`config.mk`:
```
export PLATFORM = sky130hd
export DESIGN_NAME = count_wrap_monitor_flat
export DESIGN_NICKNAME = d
export VERILOG_FILES = /design/src/rtl/count_mon_pkg.sv /design/src/rtl/count_wrap_monitor_if.sv /design/src/rtl/sync_stable_filter.sv /design/src/rtl/count_wrap_monitor.sv /design/src/flat_wrapper.sv
export SDC_FILE = /design/constraint.sdc
export NUM_CORES = 1
export LEC_CHECK = 0
export ABC_AREA = 1
export BUFFER_PORTS_ARGS = -buffer_cell sky130_fd_sc_hd__clkbuf_2
export CAP_MARGIN = 15
export CORE_UTILIZATION = 36
export DETAILED_ROUTE_END_ITERATION = 8
export GPL_TIMING_DRIVEN = 0
export PLACE_DENSITY_LB_ADDON = 0.05
export SYNTH_ARGS = -nofsm -noshare
export SYNTH_HDL_FRONTEND = slang
export SYNTH_SLANG_ARGS = --single-unit
```
`constraint.sdc`:
```
create_clock -name clk -period 2.3 [get_ports clk]
set_input_delay 0.46 -clock clk [delete_from_list [all_inputs] [get_ports clk]]
set_output_delay 0.46 -clock clk [all_outputs]
set_load 0.1 [all_outputs]
```
`src/rtl/count_mon_pkg.sv`:
```
// Shared types and constants for the count wrap monitor: the 4-bit count
// type, its maximum value, the FSM state enum and the transition classifier.
package count_mon_pkg;

  localparam int CNT_W = 4;

  typedef logic [CNT_W-1:0] cnt_t;

  localparam cnt_t CNT_MAX = 4'd15;

  typedef enum logic {
    ST_INIT,
    ST_TRACK
  } state_t;

  typedef enum logic [1:0] {
    EV_STEP,
    EV_WRAP,
    EV_RESET,
    EV_SKIP
  } event_t;

  // Classify an accepted transition from prevVal to nextVal. The two values
  // always differ when this is used, so 0 -> 0 never reaches the reset case.
  function automatic event_t classify(input cnt_t prevVal, input cnt_t nextVal);
    event_t ev;
    if (prevVal == CNT_MAX && nextVal == '0) begin
      ev = EV_WRAP;
    end else if (nextVal == cnt_t'(prevVal + 1'b1)) begin
      ev = EV_STEP;
    end else if (nextVal == '0) begin
      ev = EV_RESET;
    end else begin
      ev = EV_SKIP;
    end
    return ev;
  endfunction

endpackage

```
`src/rtl/count_wrap_monitor_if.sv`:
```
// Output handshake of the monitor: the accepted count with a valid/ready pair.
interface count_wrap_monitor_if;
  import count_mon_pkg::*;

  logic out_valid;
  logic out_ready;
  cnt_t count_out;

  modport master (
    output out_valid,
    output count_out,
    input  out_ready
  );

  modport slave (
    input  out_valid,
    input  count_out,
    output out_ready
  );

endinterface

```
`src/rtl/sync_stable_filter.sv`:
```
// Two-flop synchronizer followed by a stability filter. A value is accepted
// once the synchronized input has matched it on STABLE_CYCLES consecutive
// enabled edges and it differs from the previously accepted value (the very
// first stable value after reset is always accepted). accept_o is a one-cycle
// strobe; stable_o holds the last accepted value.
module sync_stable_filter
  import count_mon_pkg::*;
#(
  parameter int STABLE_CYCLES = 2
) (
  input  logic clk,
  input  logic reset,
  input  logic enable_i,
  input  cnt_t q_i,
  output cnt_t stable_o,
  output logic accept_o
);

  localparam logic [2:0] RUN_MAX = 3'(STABLE_CYCLES);

  cnt_t       sync1_q, sync2_q;
  cnt_t       cand_q, cand_d;
  logic [2:0] run_q, run_d;
  cnt_t       acc_q, acc_d;
  logic       accValid_q, accValid_d;
  logic       accept_q, accept_d;
  logic [2:0] runNext;

  // Synchronizer flops run every cycle so the sampled value is always fresh.
  always_ff @(posedge clk) begin
    if (reset) begin
      sync1_q <= '0;
      sync2_q <= '0;
    end else begin
      sync1_q <= q_i;
      sync2_q <= sync1_q;
    end
  end

  // Run length of the current candidate, restarting at 1 on any change and
  // saturating at the required length; accept when the run first completes
  // for a value not yet accepted.
  always_comb begin
    cand_d     = cand_q;
    run_d      = run_q;
    acc_d      = acc_q;
    accValid_d = accValid_q;
    accept_d   = 1'b0;
    runNext    = 3'd1;
    if (sync2_q == cand_q) begin
      runNext = (run_q >= RUN_MAX) ? RUN_MAX : run_q + 3'd1;
    end
    if (enable_i) begin
      cand_d = sync2_q;
      run_d  = runNext;
      if (runNext == RUN_MAX && (!accValid_q || sync2_q != acc_q)) begin
        accept_d   = 1'b1;
        acc_d      = sync2_q;
        accValid_d = 1'b1;
      end
    end
  end

  // Filter state registers.
  always_ff @(posedge clk) begin
    if (reset) begin
      cand_q     <= '0;
      run_q      <= '0;
      acc_q      <= '0;
      accValid_q <= 1'b0;
      accept_q   <= 1'b0;
    end else begin
      cand_q     <= cand_d;
      run_q      <= run_d;
      acc_q      <= acc_d;
      accValid_q <= accValid_d;
      accept_q   <= accept_d;
    end
  end

  assign stable_o = acc_q;
  assign accept_o = accept_q;

endmodule

```
`src/rtl/count_wrap_monitor.sv`:
```
// Monitors an asynchronous 4-bit ripple counter: filters its value, tracks
// accepted transitions, counts wraps (saturating), flags resets, skips and
// dropped outputs, and offers each accepted count over a valid/ready port.
module count_wrap_monitor
  import count_mon_pkg::*;
#(
  parameter int WRAP_W        = 8,
  parameter int STABLE_CYCLES = 2
) (
  input  logic                    clk,
  input  logic                    reset,
  input  cnt_t                    q_in,
  input  logic                    enable,
  input  logic                    clear,
  count_wrap_monitor_if.master    out_bus,
  output logic                    wrap_pulse,
  output logic [WRAP_W-1:0]       wrap_count,
  output logic                    overflow,
  output logic                    reset_seen,
  output logic                    err_skip,
  output logic                    dropped
);

  state_t            state_q, state_d;
  cnt_t              countOut_q, countOut_d;
  logic              outValid_q, outValid_d;
  logic              wrapPulse_q, wrapPulse_d;
  logic              resetSeen_q, resetSeen_d;
  logic [WRAP_W-1:0] wrapCount_q, wrapCount_d;
  logic              overflow_q, overflow_d;
  logic              errSkip_q, errSkip_d;
  logic              dropped_q, dropped_d;

  cnt_t   stableVal;
  logic   acceptRaw;
  logic   accept;
  logic   clearEn;
  event_t ev;

  sync_stable_filter #(
    .STABLE_CYCLES(STABLE_CYCLES)
  ) u_filter (
    .clk     (clk),
    .reset   (reset),
    .enable_i(enable),
    .q_i     (q_in),
    .stable_o(stableVal),
    .accept_o(acceptRaw)
  );

  assign accept  = acceptRaw & enable;
  assign clearEn = clear & enable;
  assign ev      = classify(countOut_q, stableVal);

  // FSM state register.
  always_ff @(posedge clk) begin
    if (reset) begin
      state_q <= ST_INIT;
    end else begin
      state_q <= state_d;
    end
  end

  // The first acceptance sets the baseline and moves to tracking.
  always_comb begin
    state_d = state_q;
    if (state_q == ST_INIT && accept) begin
      state_d = ST_TRACK;
    end
  end

  // Output and flag update: load every acceptance, classify it while
  // tracking, complete the handshake independently of enable, and let clear
  // win over any flag set in the same cycle except a simultaneous wrap.
  always_comb begin
    countOut_d  = countOut_q;
    outValid_d  = outValid_q;
    wrapPulse_d = 1'b0;
    resetSeen_d = 1'b0;
    wrapCount_d = wrapCount_q;
    overflow_d  = overflow_q;
    errSkip_d   = errSkip_q;
    dropped_d   = dropped_q;

    if (accept) begin
      countOut_d = stableVal;
      outValid_d = 1'b1;
      if (outValid_q && !out_bus.out_ready) begin
        dropped_d = 1'b1;
      end
    end else if (outValid_q && out_bus.out_ready) begin
      outValid_d = 1'b0;
    end

    if (accept && state_q == ST_TRACK) begin
      case (ev)
        EV_WRAP: begin
          wrapPulse_d = 1'b1;
          if (wrapCount_q == {WRAP_W{1'b1}}) begin
            overflow_d = 1'b1;
          end else begin
            wrapCount_d = wrapCount_q + WRAP_W'(1);
          end
        end
        EV_RESET: resetSeen_d = 1'b1;
        EV_SKIP:  errSkip_d   = 1'b1;
        default:  ;
      endcase
    end

    if (clearEn) begin
      wrapCount_d = (accept && state_q == ST_TRACK && ev == EV_WRAP)
                    ? WRAP_W'(1) : '0;
      overflow_d  = 1'b0;
      errSkip_d   = 1'b0;
      dropped_d   = 1'b0;
    end
  end

  // Output registers.
  always_ff @(posedge clk) begin
    if (reset) begin
      countOut_q  <= '0;
      outValid_q  <= 1'b0;
      wrapPulse_q <= 1'b0;
      resetSeen_q <= 1'b0;
      wrapCount_q <= '0;
      overflow_q  <= 1'b0;
      errSkip_q   <= 1'b0;
      dropped_q   <= 1'b0;
    end else begin
      countOut_q  <= countOut_d;
      outValid_q  <= outValid_d;
      wrapPulse_q <= wrapPulse_d;
      resetSeen_q <= resetSeen_d;
      wrapCount_q <= wrapCount_d;
      overflow_q  <= overflow_d;
      errSkip_q   <= errSkip_d;
      dropped_q   <= dropped_d;
    end
  end

  assign out_bus.out_valid = outValid_q;
  assign out_bus.count_out = countOut_q;
  assign wrap_pulse        = wrapPulse_q;
  assign reset_seen        = resetSeen_q;
  assign wrap_count        = wrapCount_q;
  assign overflow          = overflow_q;
  assign err_skip          = errSkip_q;
  assign dropped           = dropped_q;

endmodule

```
`src/flat_wrapper.sv`:
```
// flat-port wrapper written by rule: the top's interface ports become plain ports
module count_wrap_monitor_flat import count_mon_pkg::*;
#(
  parameter int WRAP_W        = 8,
  parameter int STABLE_CYCLES = 2
)
  (clk, reset, q_in, enable, clear, wrap_pulse, wrap_count, overflow, reset_seen, err_skip, dropped, out_bus_out_valid, out_bus_count_out, out_bus_out_ready);
  count_wrap_monitor_if out_bus_i ();
  input  logic clk;
  input  logic reset;
  input  cnt_t q_in;
  input  logic enable;
  input  logic clear;
  output logic wrap_pulse;
  output logic [WRAP_W-1:0] wrap_count;
  output logic overflow;
  output logic reset_seen;
  output logic err_skip;
  output logic dropped;
  output wire logic [$bits(out_bus_i.out_valid)-1:0] out_bus_out_valid;
  output wire logic [$bits(out_bus_i.count_out)-1:0] out_bus_count_out;
  input wire logic [$bits(out_bus_i.out_ready)-1:0] out_bus_out_ready;
  assign out_bus_out_valid = out_bus_i.out_valid;
  assign out_bus_count_out = out_bus_i.count_out;
  assign out_bus_i.out_ready = out_bus_out_ready;
  count_wrap_monitor #(.WRAP_W(WRAP_W), .STABLE_CYCLES(STABLE_CYCLES)) u_core (.clk(clk), .reset(reset), .q_in(q_in), .enable(enable), .clear(clear), .out_bus(out_bus_i), .wrap_pulse(wrap_pulse), .wrap_count(wrap_count), .overflow(overflow), .reset_seen(reset_seen), .err_skip(err_skip), .dropped(dropped));
endmodule
```
Yosys cells after proc, flatten, opt, wreduce, memory -nomap -nowiden
Index checks and enable logic that the tools add are counted.
{"block": "word_totals", "ff_bits": 40, "inputBits": 9, "out_inout_bits": 18, "wordCells": 72}
{"block": "classes", "n_addsub": 3, "order_cmp": 1, "n_eq_ne": 10, "n_mux": 15, "bitwise": 5, "n_reduce_logical": 22}
{"cell": "8-bit 2-to-1 mux", "n": 4}
{"cell": "8-bit by 1-bit adder with 8-bit output (second input constant)", "n": 1}
{"cell": "4-bit equality test", "n": 2}
{"cell": "8-bit equality test (second input constant)", "n": 1}
{"cell": "1-bit logical AND", "n": 7}
{"cell": "1-bit 2-to-1 mux", "n": 7}
{"cell": "3-bit 2-to-1 mux", "n": 2}
{"cell": "2-bit AND reduction", "n": 3}
{"cell": "3-bit AND reduction", "n": 2}
{"cell": "2-bit nonzero test", "n": 3}
{"cell": "2-bit OR reduction", "n": 3}
{"cell": "4-bit by 1-bit adder with 4-bit output (second input constant)", "n": 1}
{"cell": "2-bit equality test (second input constant)", "n": 2}
{"cell": "4-bit equality test (second input constant)", "n": 1}
{"cell": "4-bit logical NOT", "n": 1}
{"cell": "2-bit 2-to-1 mux", "n": 2}
{"cell": "4-bit != test", "n": 1}
{"cell": "3-bit by 1-bit adder with 3-bit output (second input constant)", "n": 1}
{"cell": "3-bit by 2-bit equality test with 1-bit output (second input constant)", "n": 1}
{"cell": "3-bit by 2-bit >= comparator with 1-bit output (second input constant)", "n": 1}
{"cell": "1-bit NOT", "n": 3}
{"cell": "1-bit bitwise AND", "n": 2}
{"cell": "2-bit by 1-bit equality test with 1-bit output (second input constant)", "n": 1}
{"cell": "1-bit logical NOT", "n": 2}
{"cell": "2 further kinds", "n": 2}

Logic depth before layout (Yosys ltp)
{"block": "depth", "depth_word": 8, "mapped_depth": 10, "ltp_nobuf": 10}

Hierarchy
Synthesis repeated with hierarchy kept, for this count alone.
{"block": "unflattened", "cells_unflattened": 286, "area_unflattened_um2": 1969.4}
{"module": "count_wrap_monitor", "n_inst": 1, "cells_each": 153, "area_per_inst_um2": 1024.7, "seq_area_each_um2": 380.4}
{"module": "sync_stable_filter", "n_inst": 1, "cells_each": 133, "area_per_inst_um2": 944.7, "seq_area_each_um2": 420.4}

Least setup slack after synthesis
OpenSTA, ideal clock, no wires.
{"block": "synth_path", "path_kind": "flip-flop to flip-flop", "startpoint": "register u_core.wrapCount_q[0], in the netlist u_core.wrap_count[0]", "endpoint": "register u_core.wrapCount_q[3], in the netlist u_core.wrap_count[3]", "setup_time_ns": 0.119, "arrival_ns": 2.162, "required_time_ns": 2.181, "path_slack_ns": 0.019, "path_stages_with_launch": 9, "path_buffers": 0, "period_less_slack_ns": 2.281, "cell_sequence": "dfxtp_1 -> ha_1 -> nand2_1 -> nor2_2 -> nand4_2 -> nand3_2 -> nand2_2 -> a21oi_1 -> nor2_1"}
{"block": "synth_between", "elab_chain_cells": 5, "word_cells_on_any_way": 8, "cone_classes": "add/sub (1); eq/ne (2); mux (4); reduce/logical (1)"}
{"element": "start: declaration", "line": "count_wrap_monitor.sv:29", "text": "logic [WRAP_W-1:0] wrapCount_q, wrapCount_d;"}
{"element": "start signal: assignment", "line": "count_wrap_monitor.sv:136", "text": "wrapCount_q <= wrapCount_d;"}
{"element": "8-bit by 1-bit adder with 8-bit output", "line": "count_wrap_monitor.sv:102", "text": "wrapCount_d = wrapCount_q + WRAP_W'(1);"}
{"element": "8-bit 2-to-1 mux", "line": "count_wrap_monitor.sv:99", "text": "if (wrapCount_q == {WRAP_W{1'b1}}) begin"}
{"element": "8-bit 2-to-1 mux", "line": "count_wrap_monitor.sv:96", "text": "case (ev)"}
{"element": "8-bit 2-to-1 mux", "line": "count_wrap_monitor.sv:95", "text": "if (accept && state_q == ST_TRACK) begin"}
{"element": "8-bit 2-to-1 mux", "line": "count_wrap_monitor.sv:111", "text": "if (clearEn) begin"}
Several ways; a longest one is shown, not always the timed one. The select of a mux whose other input is x is not followed.
A chain may end at the register's enable or synchronous reset.

Final worst setup path
{"block": "layout_path", "startpoint": "register u_core.wrapCount_q[6], in the netlist u_core.wrap_count[6]", "endpoint": "output wrap_count[6]"}
{"element": "end: declaration", "line": "flat_wrapper.sv:15", "text": "output logic [WRAP_W-1:0] wrap_count;"}
No word-level cell between the ends.

==> impl_metrics.prom <==
# TYPE chip_impl_metric gauge
chip_impl_metric{name="post_route_setup_tns",unit="ns"} 0
chip_impl_metric{name="finish.net_count",unit=""} 302
chip_impl_metric{name="min_period",unit="ns"} 1.70
chip_impl_info{name="synth_top_cells_by_area",value="sky130_fd_sc_hd__dfxtp_1 (43%), sky130_fd_sc_hd__nand2_1 (9.2%), sky130_fd_sc_hd__inv_1 (8.4%), sky130_fd_sc_hd__nor2_1 (7.3%), sky130_fd_sc_hd__a21oi_1 (6.2%)"} 1
chip_impl_metric{name="detailedPlacementHpwl",unit="um"} 2880
chip_impl_info{name="run_status",value="finished, final reports clean"} 1
chip_impl_metric{name="power.internal",unit="W"} 0.00101
chip_impl_metric{name="critical_path_arrival",unit="ns"} 1.24
chip_impl_metric{name="final-max-slew-violation-count",unit=""} 0
chip_impl_metric{name="clock_tree.buffer_depth",unit=""} 2
chip_impl_metric{name="cts-htree-levels",unit=""} 2
chip_impl_metric{name="die_h",unit="um"} 73.6
chip_impl_info{name="main_combinational_cell_family_by_area_after_synthesis",value="simple AND/OR/NAND/NOR gates"} 1
chip_impl_metric{name="synthesis.instances",unit=""} 258
chip_impl_info{name="cts_root_buf",value="sky130_fd_sc_hd__clkbuf_8"} 1
chip_impl_info{name="slowest_library_cell_on_the_worst_path",value="sky130_fd_sc_hd__clkbuf_2"} 1
chip_impl_info{name="setup_repair_after_global_routing_missed_its_margin",value="no"} 1
chip_impl_metric{name="mappedNetlistArea",unit="um^2"} 1840
chip_impl_metric{name="report.final.hold_viol_count",unit=""} 0
chip_impl_info{name="crit_path_cell_trace",value="clkbuf_2"} 1
chip_impl_info{name="synth.largest_area_cell",value="sky130_fd_sc_hd__dfxtp_1"} 1
chip_impl_metric{name="grt_max_degree",unit=""} 12
chip_impl_metric{name="netlist.area_leader.share",unit=""} 0.434
chip_impl_metric{name="die_area",unit="um^2"} 5410
chip_impl_metric{name="worst_slew_pin_slew",unit="ns"} 0.544
chip_impl_info{name="cp-start-kind",value="flop"} 1
chip_impl_metric{name="fin_skew",unit="ns"} 0.00663
chip_impl_metric{name="sum_of_routed_wire_length_over_all_layers",unit="um"} 3870
chip_impl_metric{name="numPortBuffers",unit=""} 25
chip_impl_info{name="path_delay_family",value="buffers and inverters"} 1
chip_impl_metric{name="cts_post_setup_buffers_inserted",unit=""} 0
chip_impl_metric{name="grt_first_pass_wirelength",unit="um"} 6200
chip_impl_metric{name="synth_sequential_area_ratio",unit=""} 0.434
chip_impl_info{name="worstSetupPathType",value="flop to output pin"} 1
chip_impl_metric{name="route.detailed.wl_per_inst",unit="um"} 10.8
chip_impl_metric{name="yosysUniqueCellTypes",unit=""} 27
chip_impl_metric{name="floorplan.die.width",unit="um"} 73.6
chip_impl_metric{name="fmax",unit="MHz"} 588
chip_impl_metric{name="critical_path.n_buffers_inverters",unit=""} 1
chip_impl_metric{name="power.net_switching",unit="W"} 0.000356
chip_impl_metric{name="antenna-diode-count",unit=""} 0
chip_impl_metric{name="grt_antenna_before_repair",unit=""} 0
chip_impl_metric{name="cts.sinks",unit=""} 40
chip_impl_metric{name="route.detailed.vias_per_inst",unit=""} 4.56
chip_impl_metric{name="worst_case_headroom_to_the_max_slew_limit",unit=""} 0.639
chip_impl_info{name="timing.hold.worst.class",value="input port to flop"} 1
chip_impl_metric{name="pre_cts_ws",unit="ns"} 0.569
chip_impl_metric{name="critPathMaxFanout",unit=""} 7
chip_impl_metric{name="synth.net_count",unit=""} 270
chip_impl_metric{name="floorplan.core_area",unit="um^2"} 4820
chip_impl_metric{name="cts_hold_buf",unit=""} 0
chip_impl_metric{name="finalCoreUtilization",unit=""} 0.445
chip_impl_metric{name="muxShareOfSynthArea",unit=""} 0
chip_impl_metric{name="power.clock.fraction",unit=""} 0.355
chip_impl_metric{name="report.final.setup_viol",unit=""} 0
chip_impl_metric{name="post_synth_xor_area_fraction",unit=""} 0.0285
chip_impl_metric{name="syn_area_per_cell",unit="um^2"} 7.14
chip_impl_metric{name="detailed_router_s_first_iteration_violation_count",unit=""} 88
chip_impl_metric{name="cts_resized",unit=""} 0
chip_impl_metric{name="power.switching_fraction",unit=""} 0.261
chip_impl_metric{name="synth.ff_latch_count",unit=""} 40
chip_impl_metric{name="synth-adder-area-share",unit=""} 0.0204
chip_impl_metric{name="global_route.usage.total",unit=""} 0.151
chip_impl_metric{name="worst_slack",unit="ns"} 0.600
chip_impl_metric{name="grt_pass1_vias",unit=""} 1357
chip_impl_metric{name="clk-insertion-delay-late",unit="ns"} 0.29
chip_impl_metric{name="gr-total-overflow",unit=""} 0
chip_impl_metric{name="synth-warning-count",unit=""} 0
chip_impl_metric{name="worstPathRequired",unit="ns"} 1.84
chip_impl_metric{name="total_clock_buffers_created_by_cts",unit=""} 5
chip_impl_metric{name="area_fraction_in_compound_gates_after_synthesis",unit=""} 0.126
chip_impl_metric{name="leakage",unit="nW"} 0.979
chip_impl_metric{name="layout-area-overhead-vs-synth",unit="%"} 16.2
chip_impl_metric{name="ir_worst_vdd",unit="mV"} 0.326
chip_impl_metric{name="synth_simple_gate_area_share",unit=""} 0.289
chip_impl_metric{name="share_of_power_burned_in_combinational_logic",unit=""} 0.108
chip_impl_info{name="final_common_cell",value="sky130_fd_sc_hd__nand2_1"} 1
chip_impl_info{name="setup.worst_path.end_class",value="output pin"} 1
chip_impl_metric{name="first_pass_iters",unit=""} 4
chip_impl_metric{name="critical_path_s_largest_stage_delay",unit="ns"} 0.50
chip_impl_metric{name="rows",unit=""} 25
chip_impl_metric{name="postRouteAntennaNets",unit=""} 0
chip_impl_metric{name="post-route-period-util",unit=""} 0.739
chip_impl_metric{name="clk_pin_slew",unit="ns"} 0.07
chip_impl_metric{name="p_per_area",unit="nW/um^2"} 636
chip_impl_metric{name="post-route-drc-count",unit=""} 0
chip_impl_metric{name="routabilityCongestion",unit=""} 0.788
chip_impl_metric{name="dpl_cell_area",unit="um^2"} 2050
chip_impl_metric{name="design.portCount",unit=""} 27
chip_impl_info{name="final_cell_mix",value="sky130_fd_sc_hd__nand2_1 (45), sky130_fd_sc_hd__inv_1 (41), sky130_fd_sc_hd__dfxtp_1 (40), sky130_fd_sc_hd__nor2_1 (36), sky130_fd_sc_hd__clkbuf_2 (25)"} 1
chip_impl_metric{name="route.vias.total",unit=""} 1632
chip_impl_metric{name="p_seq_frac",unit=""} 0.537
chip_impl_metric{name="maxCapViolations",unit=""} 0
chip_impl_info{name="tritoncts",value="done"} 1
chip_impl_metric{name="stdcell_area",unit="um^2"} 2140
chip_impl_metric{name="initial_core_util",unit=""} 0.383
chip_impl_metric{name="post_route_cells_drive_above_1_share",unit=""} 0.165
## layout make-up
cell class / count / area (um^2)
inverter: 46 / 173
fill: 540 / 2680
tap: 67 / 83.8
multi-input combinational: 168 / 855
timing repair buffer: 25 / 125
clock buffer: 8 / 90.1
sequential: 40 / 801
buffer: 4 / 15.0
## power groups by stage
stage | Combinational, W | Clock [W] | Sequential [W]
after detailed placement | 0.000148 | 0 | 0.000748
final | 0.000147 | 0.000484 | 0.000731
after floorplan | 0.000104 | 0 | 0.000754
after global placement | 0.000148 | 0 | 0.000747
after CTS | 0.000148 | 0.000501 | 0.000731
after global routing | 0.000166 | 0.000528 | 0.000734
## logic make-up after synthesis
group,count (synthesis)
compound gates,43
xor+xnor,6
fa+ha+maj,3
buf+inv,50
flops,40
simple gates,116
## cells in the mapped netlist, drive strengths merged
cell and n:
inv 46, nand3 19, or2 1, o21ai 13, xor2 2, xnor2 4, nor2 41, a21oi 24
nand2 47, o211ai 1, ha 3, nor4 1, dfxtp 40, o31ai 1, o21a 3, a31oi 1
nand3b 2, nand4 5, clkbuf 4
## final timing paths
check             cells past startpoint                          to                       start  slack (ns)
setup reg to reg                      8        u_core.wrap_count[2]        u_core.wrap_count[0]        0.64
hold / removal                        3  u_core.u_filter.sync1_q[2]                     q_in[2]        0.35
hold reg to reg                       2  u_core.u_filter.sync2_q[3]  u_core.u_filter.sync1_q[3]        0.40
setup / recovery                      1               wrap_count[6]        u_core.wrap_count[6]        0.60
## state kept, by name (all words and copies together) (netlist names), 3 cells and up
register / count
u_core.wrap_count: 8
u_core.out_bus.count_out: 4
u_core.u_filter.cand_q: 4
u_core.u_filter.stable_o: 4
u_core.u_filter.sync1_q: 4
u_core.u_filter.sync2_q: 4
u_core.u_filter.run_q: 3
## through the flow
stage | hold slack, ns | power [W] | std cells
6_report | 0.349 | 0.00136 | 358
5_1_grt | 0.356 | 0.00143 | 358
4_1_cts | 0.343 | 0.00138 | 358
3_5_place_dp | 0.396 | 0.000895 | 350
3_3_place_gp | 0.390 | 0.000895 | 350
2_1_floorplan | 0.388 | 0.000858 | 258
## per-layer routing
metal,vias to the layer above,wire length (um),global-route usage
li1,876,-,-
met1,711,2040,0.211
met2,40,1610,0.221
met3,5,173,0.0329
met4,0,48,0.0705
met5,-,0,0
No activity file was read; power rests on OpenSTA's default activity.
